==> src/rtl/frame_deserializer.sv <==
// Frame deserializer: hunts for a header byte, collects NUM_CHANNELS payload
// bytes into a staging buffer, and publishes them only when the footer byte
// matches. Footer mismatches are counted, and a header in the footer slot
// starts a new frame straight away.
module frame_deserializer #(
  parameter logic [7:0]  HEADER       = 8'hAA,
  parameter logic [7:0]  FOOTER       = 8'hFF,
  parameter int unsigned NUM_CHANNELS = 16
) (
  input  logic                      clk,
  input  logic                      rst,
  input  logic [7:0]                din,
  input  logic                      din_valid,
  output logic [8*NUM_CHANNELS-1:0] frame_data,
  output logic                      frame_valid,
  output logic                      frame_error,
  output logic [15:0]               frame_count,
  output logic [7:0]                err_count,
  output logic                      busy
);

  localparam int unsigned ChW = (NUM_CHANNELS > 1) ? $clog2(NUM_CHANNELS) : 1;
  localparam logic [ChW-1:0] LastCh = ChW'(NUM_CHANNELS - 1);

  typedef enum logic [1:0] {
    StHunt        = 2'b00,
    StRecvData    = 2'b01,
    StCheckFooter = 2'b10
  } state_e;

  state_e                    state_q, state_d;
  logic [ChW-1:0]            ch_cnt_q, ch_cnt_d;
  logic [7:0]                stage_q [NUM_CHANNELS];
  logic [8*NUM_CHANNELS-1:0] frame_data_q;
  logic                      frame_valid_q;
  logic                      frame_error_q;
  logic [15:0]               frame_count_q;
  logic [7:0]                err_count_q;

  logic stage_we;
  logic footer_good;
  logic footer_bad;

  // Next-state decode; bytes are only consumed when din_valid is high.
  always_comb begin
    state_d     = state_q;
    ch_cnt_d    = ch_cnt_q;
    stage_we    = 1'b0;
    footer_good = 1'b0;
    footer_bad  = 1'b0;
    unique case (state_q)
      StHunt: begin
        if (din_valid && din == HEADER) begin
          state_d  = StRecvData;
          ch_cnt_d = '0;
        end
      end
      StRecvData: begin
        // Payload is never compared against HEADER/FOOTER.
        if (din_valid) begin
          stage_we = 1'b1;
          if (ch_cnt_q == LastCh) begin
            state_d  = StCheckFooter;
            ch_cnt_d = '0;
          end else begin
            ch_cnt_d = ch_cnt_q + ChW'(1);
          end
        end
      end
      StCheckFooter: begin
        if (din_valid) begin
          ch_cnt_d = '0;
          if (din == FOOTER) begin
            footer_good = 1'b1;
            state_d     = StHunt;
          end else begin
            footer_bad = 1'b1;
            // A header in the footer slot resyncs onto a new frame.
            state_d    = (din == HEADER) ? StRecvData : StHunt;
          end
        end
      end
      default: begin
        state_d  = StHunt;
        ch_cnt_d = '0;
      end
    endcase
  end

  // FSM state and channel counter.
  always_ff @(posedge clk) begin
    if (rst) begin
      state_q  <= StHunt;
      ch_cnt_q <= '0;
    end else begin
      state_q  <= state_d;
      ch_cnt_q <= ch_cnt_d;
    end
  end

  // Staging buffer; contents are irrelevant until a full frame is collected.
  always_ff @(posedge clk) begin
    if (stage_we) begin
      stage_q[ch_cnt_q] <= din;
    end
  end

  // Published payload, status pulses and counters.
  always_ff @(posedge clk) begin
    if (rst) begin
      frame_data_q  <= '0;
      frame_valid_q <= 1'b0;
      frame_error_q <= 1'b0;
      frame_count_q <= '0;
      err_count_q   <= '0;
    end else begin
      frame_valid_q <= footer_good;
      frame_error_q <= footer_bad;
      if (footer_good) begin
        for (int k = 0; k < NUM_CHANNELS; k++) begin
          frame_data_q[8*k +: 8] <= stage_q[k];
        end
        frame_count_q <= frame_count_q + 16'd1;
      end
      if (footer_bad && err_count_q != 8'hFF) begin
        err_count_q <= err_count_q + 8'd1;
      end
    end
  end

  assign frame_data  = frame_data_q;
  assign frame_valid = frame_valid_q;
  assign frame_error = frame_error_q;
  assign frame_count = frame_count_q;
  assign err_count   = err_count_q;
  assign busy        = (state_q != StHunt);

endmodule

==> config.mk <==
export PLATFORM = sky130hd
export DESIGN_NAME = frame_deserializer
export DESIGN_NICKNAME = d
export VERILOG_FILES = /design/src/rtl/frame_deserializer.sv
export SDC_FILE = /design/constraint.sdc
export NUM_CORES = 1
export LEC_CHECK = 0
export CAP_MARGIN = 20
export CORE_MARGIN = 5
export CORE_UTILIZATION = 35
export DETAILED_ROUTE_END_ITERATION = 7
export PLACE_DENSITY = 0.63
export SYNTH_ARGS = -nofsm -noshare
export SYNTH_HDL_FRONTEND = slang
export SYNTH_SLANG_ARGS = --single-unit
==> constraint.sdc <==
create_clock -name clk -period 2.43 [get_ports clk]
set_input_delay 0.486 -clock clk [delete_from_list [all_inputs] [get_ports clk]]
set_output_delay 0.486 -clock clk [all_outputs]
set_load 0.02 [all_outputs]
==> report_table.html <==
<table>
<tr><th>Metric</th><th>Value</th></tr>
<tr><th colspan="2">STA</th></tr>
<tr><td>Number of max-slew violations in the final report</td><td>0</td></tr>
<tr><td>Upper clock frequency limit</td><td>approximately 430 MHz</td></tr>
<tr><td>Setup violation total in the final timing report</td><td>0</td></tr>
<tr><td>Clk_skew</td><td>9.407 ps</td></tr>
<tr><td>Actual slew at the worst max-slew pin</td><td>roughly 570 ps</td></tr>
<tr><td>Final Hold Viols</td><td>0</td></tr>
<tr><td>Worst slew margin</td><td>0.6178</td></tr>
<tr><td>Final min period</td><td>2329 ps</td></tr>
<tr><td>Post-route clock period utilization</td><td>0.9584</td></tr>
<tr><td>Unrepaired setup endpoints after global routing</td><td>false</td></tr>
<tr><td>Total Neg Setup Slack</td><td>0 ps</td></tr>
<tr><td>Hold Slack</td><td>425.5 ps</td></tr>
<tr><th colspan="2">Drt</th></tr>
<tr><td>Via count of the routed design</td><td>7,115</td></tr>
<tr><td>Total wire length after detailed routing</td><td>25,030 um</td></tr>
<tr><td>Met2 wirelength from detailed routing</td><td>12,460 um</td></tr>
<tr><td>Per-cell via count in the routed design</td><td>4.731</td></tr>
<tr><td>Length of routed wiring on met1</td><td>approximately 11,000 um</td></tr>
<tr><td>Routed length on met3</td><td>1489 um</td></tr>
<tr><td>Detailed-route DRC error count</td><td>0</td></tr>
<tr><td>Remaining antenna violation count after routing</td><td>0</td></tr>
<tr><td>Post-detailed-route wirelength per cell</td><td>roughly 17 um</td></tr>
<tr><td>Drt first pass iters</td><td>4</td></tr>
<tr><td>Top layer reached by signal wires</td><td>met4</td></tr>
<tr><td>Starting DRT DRC Count</td><td>just over 400</td></tr>
<tr><th colspan="2">Clock network</th></tr>
<tr><td>H-tree levels</td><td>1</td></tr>
<tr><td>Hold-fix buffers at CTS</td><td>0</td></tr>
<tr><td>Post-CTS repair timing setup buffer count</td><td>0</td></tr>
<tr><td>Number of clock buffers inserted by TritonCTS</td><td>30</td></tr>
<tr><td>Clock transition at the registers of the reported paths</td><td>around 60 ps</td></tr>
<tr><td>Clock buffer depth</td><td>3</td></tr>
<tr><td>Buffer cell driving the clock tree root</td><td>sky130_fd_sc_hd__clkbuf_16</td></tr>
<tr><td>CTS tree</td><td>yes</td></tr>
<tr><td>Post-CTS Resized</td><td>1</td></tr>
<tr><td>Later-pin clock latency in the skew report</td><td>540 ps</td></tr>
<tr><td>Clk sinks</td><td>288</td></tr>
<tr><th colspan="2">Logic synthesis</th></tr>
<tr><td>Post-synthesis net count</td><td>about 900</td></tr>
<tr><td>Netlist area before placement</td><td>0.009943 sq mm</td></tr>
<tr><td>Share of synthesized area occupied by flip-flops and latches</td><td>0.7087</td></tr>
<tr><td>Mean post-synth cell area</td><td>11.00 sq um</td></tr>
<tr><td>Synthesized instance count</td><td>about 900</td></tr>
<tr><td>Cell type contributing the most total cell area after synthesis</td><td>sky130_fd_sc_hd__edfxtp_1</td></tr>
<tr><td>Top post-synthesis cells by area</td><td>sky130_fd_sc_hd__edfxtp_1, sky130_fd_sc_hd__dfxtp_1, sky130_fd_sc_hd__nand2_1, sky130_fd_sc_hd__a21oi_1, sky130_fd_sc_hd__clkbuf_1</td></tr>
<tr><td>Count of cell types in the netlist</td><td>40</td></tr>
<tr><td>Synthesis-stage register bit count</td><td>approximately 290</td></tr>
<tr><td>Area fraction of the dominant cell type after synthesis</td><td>0.3866</td></tr>
<tr><td>Number of synthesis warnings</td><td>0</td></tr>
<tr><th colspan="2">Finish</th></tr>
<tr><td>Final antenna diode count</td><td>0</td></tr>
<tr><td>Area Growth Syn to Fin</td><td>34.53%</td></tr>
<tr><td>Design area</td><td>0.01338 sq mm</td></tr>
<tr><td>NumNets Final</td><td>1,119</td></tr>
<tr><td>Proportion of layout cells with a drive suffix above 1</td><td>0.09769</td></tr>
<tr><th colspan="2">Floorplan</th></tr>
<tr><td>FP Rows</td><td>slightly above 60</td></tr>
<tr><td>Area of the die</td><td>0.03188 sq mm</td></tr>
<tr><td>Floorplan die width</td><td>178.6 um</td></tr>
<tr><td>Initial core utilization</td><td>0.3560</td></tr>
<tr><td>Core footprint</td><td>around 0.028 sq mm</td></tr>
<tr><td>Vertical extent of the die</td><td>178.6 um</td></tr>
<tr><td>IO Pins</td><td>166</td></tr>
<tr><th colspan="2">Critical path</th></tr>
<tr><td>Critical path launch point type</td><td>input pin</td></tr>
<tr><td>Critical path fanouts, max</td><td>16</td></tr>
<tr><td>Worst Setup End Kind</td><td>flop</td></tr>
<tr><td>Crit-path cells</td><td>clkdlybuf4s50_1 &gt; buf_4 &gt; nand4_1 &gt; or4_1 &gt; buf_4 &gt; or4_1 &gt; a21oi_1</td></tr>
<tr><td>Register-to-Register Setup Slack</td><td>320 ps</td></tr>
<tr><td>WS Path Type</td><td>in -&gt; reg</td></tr>
<tr><td>RR Endpoint</td><td>frame_count[13]</td></tr>
<tr><td>Required time at the worst-slack endpoint</td><td>just under 3000 ps</td></tr>
<tr><td>Critical path's top delay family</td><td>simple AND/OR/NAND/NOR gates</td></tr>
<tr><td>Critical Path Start</td><td>din[6]</td></tr>
<tr><td>Cells on worst reg2reg path</td><td>5</td></tr>
<tr><td>Critical path data arrival time</td><td>2800 ps</td></tr>
<tr><td>Reg2reg start</td><td>state_q[1]</td></tr>
<tr><td>Number of buffers and inverters on the critical path</td><td>3</td></tr>
<tr><td>Maximum cell stage delay along the critical path</td><td>560 ps</td></tr>
<tr><td>Critical-path top delay cell</td><td>sky130_fd_sc_hd__or4_1</td></tr>
<tr><th colspan="2">Global routing</th></tr>
<tr><td>Largest net degree at the start of global routing</td><td>64</td></tr>
<tr><td>First-pass GRT wire length</td><td>39,160 um</td></tr>
<tr><td>Initial antenna violation count</td><td>0</td></tr>
<tr><td>Combined global-route utilization of all metal layers</td><td>0.1557</td></tr>
<tr><td>Via count of the first global-routing pass</td><td>6,967</td></tr>
<tr><td>Overflow after GRT</td><td>0</td></tr>
<tr><th colspan="2">Place</th></tr>
<tr><td>Final weighted congestion of routability-driven global placement</td><td>0.7992</td></tr>
<tr><td>Placed inst area</td><td>about 0.012 sq mm</td></tr>
<tr><td>Count of input and output buffers</td><td>165</td></tr>
<tr><td>Half-perimeter wire length after placement</td><td>16,130 um</td></tr>
<tr><th colspan="2">Hold path</th></tr>
<tr><td>Hold crit path type</td><td>in -&gt; reg</td></tr>
<tr><td>Source of the worst hold timing path</td><td>rst</td></tr>
<tr><td>Hold EP</td><td>frame_error</td></tr>
<tr><td>Hold path depth</td><td>2</td></tr>
<tr><th colspan="2">Run status</th></tr>
<tr><td>Result of the run</td><td>complete, no violations</td></tr>
<tr><th colspan="2">Flow run</th></tr>
<tr><td>Max-cap violations</td><td>0</td></tr>
<tr><th colspan="2">Power and ir drop</th></tr>
<tr><td>Maximum VDD drop</td><td>~400 uV</td></tr>
<tr><td>Tot Pwr</td><td>9.656 mW</td></tr>
<tr><td>Cell leakage power</td><td>4.320 nW</td></tr>
<tr><td>Power density over the cells</td><td>721.8 mW/mm^2</td></tr>
</table>
-- per-stage QoR --
step / std cells / worst slack (ps) / utilization
detailed placement: 1448 / -432.8 / 0.4438
global placement: 1448 / -461.2 / 0.4438
finish: 1504 / 101.1 / 0.4789
global route: 1504 / 41.49 / 0.4789
floorplan: 904 / 305.1 / -
CTS: 1504 / 125.4 / 0.4789
-- area by class of cell --
type                       instances  area, sq um
clock buffer                      45        889.6
clock inverter                    11        90.09
timing repair buffer             221         2181
sequential                       288         7047
inverter                           7        26.28
multi-input combinational        554         2670
tap                              378        473.0
fill                            2606        14560
-- how the worst max path moves through the flow --
stage	slack [ps]	end	cells after the start
after floorplan	310	frame_count[15]	6
after global placement	-460	frame_count[13]	7
after detailed placement	-430	frame_count[15]	7
after CTS	130	frame_count[15]	7
after global routing	40	frame_count[13]	7
final	100	frame_count[13]	7
-- layout by cell type (no fill, tap or decap), drive strengths merged, types with 2 or more instances in the layout --
cell type      Yosys  layout
o41ai              3       3
and2               3       3
nand2b             3       3
nand3b             2       2
nand4              7       7
and3b              3       3
mux2               2       2
nor2b              4       4
nand3             11      11
buf                3      57
nor3               7       7
o31ai             12      12
nor4               6       6
nor2              25      25
or3                4       4
and4               2       2
o21bai             2       2
clkdlybuf4s50      0     163
or4               13      13
o21ai              6       6
edfxtp           128     128
clkbuf            52      45
nand2            269     269
dfxtp            160     160
clkinv             0       8
ha                 6       6
xnor2              4       4
a21oi            149     149
inv                7       8
-- kinds of logic (layout without fill, tap and decap cells) --
family	count (synthesis)	after routing	share of synthesized area
compound gates	179	179	0.09702
xor+xnor	4	4	0.003523
fa+ha+maj	6	6	0.007550
buf+inv	62	284	0.02378
flops	288	288	0.7087
mux	2	2	0.002265
simple gates	363	363	0.1572
-- worst reg2reg max path, stage by stage, from the launching register on --
cell                       delay, ps
sky130_fd_sc_hd__dfxtp_1         510
sky130_fd_sc_hd__nand3b_4        120
sky130_fd_sc_hd__or4_1           540
sky130_fd_sc_hd__buf_4           210
sky130_fd_sc_hd__or4_1           510
sky130_fd_sc_hd__a21oi_1         150
-- synthesized netlist by cell type (all sizes together) --
| cell | instances |
|---|---|
| nand2 | 269 |
| dfxtp | 160 |
| a21oi | 149 |
| edfxtp | 128 |
| clkbuf | 52 |
| nor2 | 25 |
| or4 | 13 |
| o31ai | 12 |
| nand3 | 11 |
| inv | 7 |
| nand4 | 7 |
| nor3 | 7 |
| ha | 6 |
| nor4 | 6 |
| o21ai | 6 |
| nor2b | 4 |
| or3 | 4 |
| xnor2 | 4 |
| and2 | 3 |
| and3b | 3 |
| buf | 3 |
| nand2b | 3 |
| o41ai | 3 |
| and4 | 2 |
| mux2 | 2 |
| nand3b | 2 |
| o21bai | 2 |
| a211oi | 1 |
| a21bo | 1 |
| a21boi | 1 |
| a2bb2oi | 1 |
| and3 | 1 |
| nand4b | 1 |
| o21a | 1 |
| o21ba | 1 |
| o22ai | 1 |
| or2 | 1 |
| or4b | 1 |
-- where the power goes --
group	internal, mW	total (mW)	switching [mW]
clock	2.64	4.45	1.81
combinational	0.0407	0.156	0.115
sequential	5.05	5.05	0.0000405
-- sequential cells by signal, summed over array words and instances (netlist names) --
signal       count
ch_cnt_q         4
err_count        8
frame_count     16
frame_data     128
frame_error      1
frame_valid      1
stage_q        128
state_q          2
-- routing by layer --
metal | global-route usage | up-vias
li1 | - | 3515
met1 | 0.2016 | 3428
met2 | 0.2687 | 147
met3 | 0.03730 | 25
met4 | 0.02910 | 0
met5 | 0 | -
(Power assumes the default switching activity.)
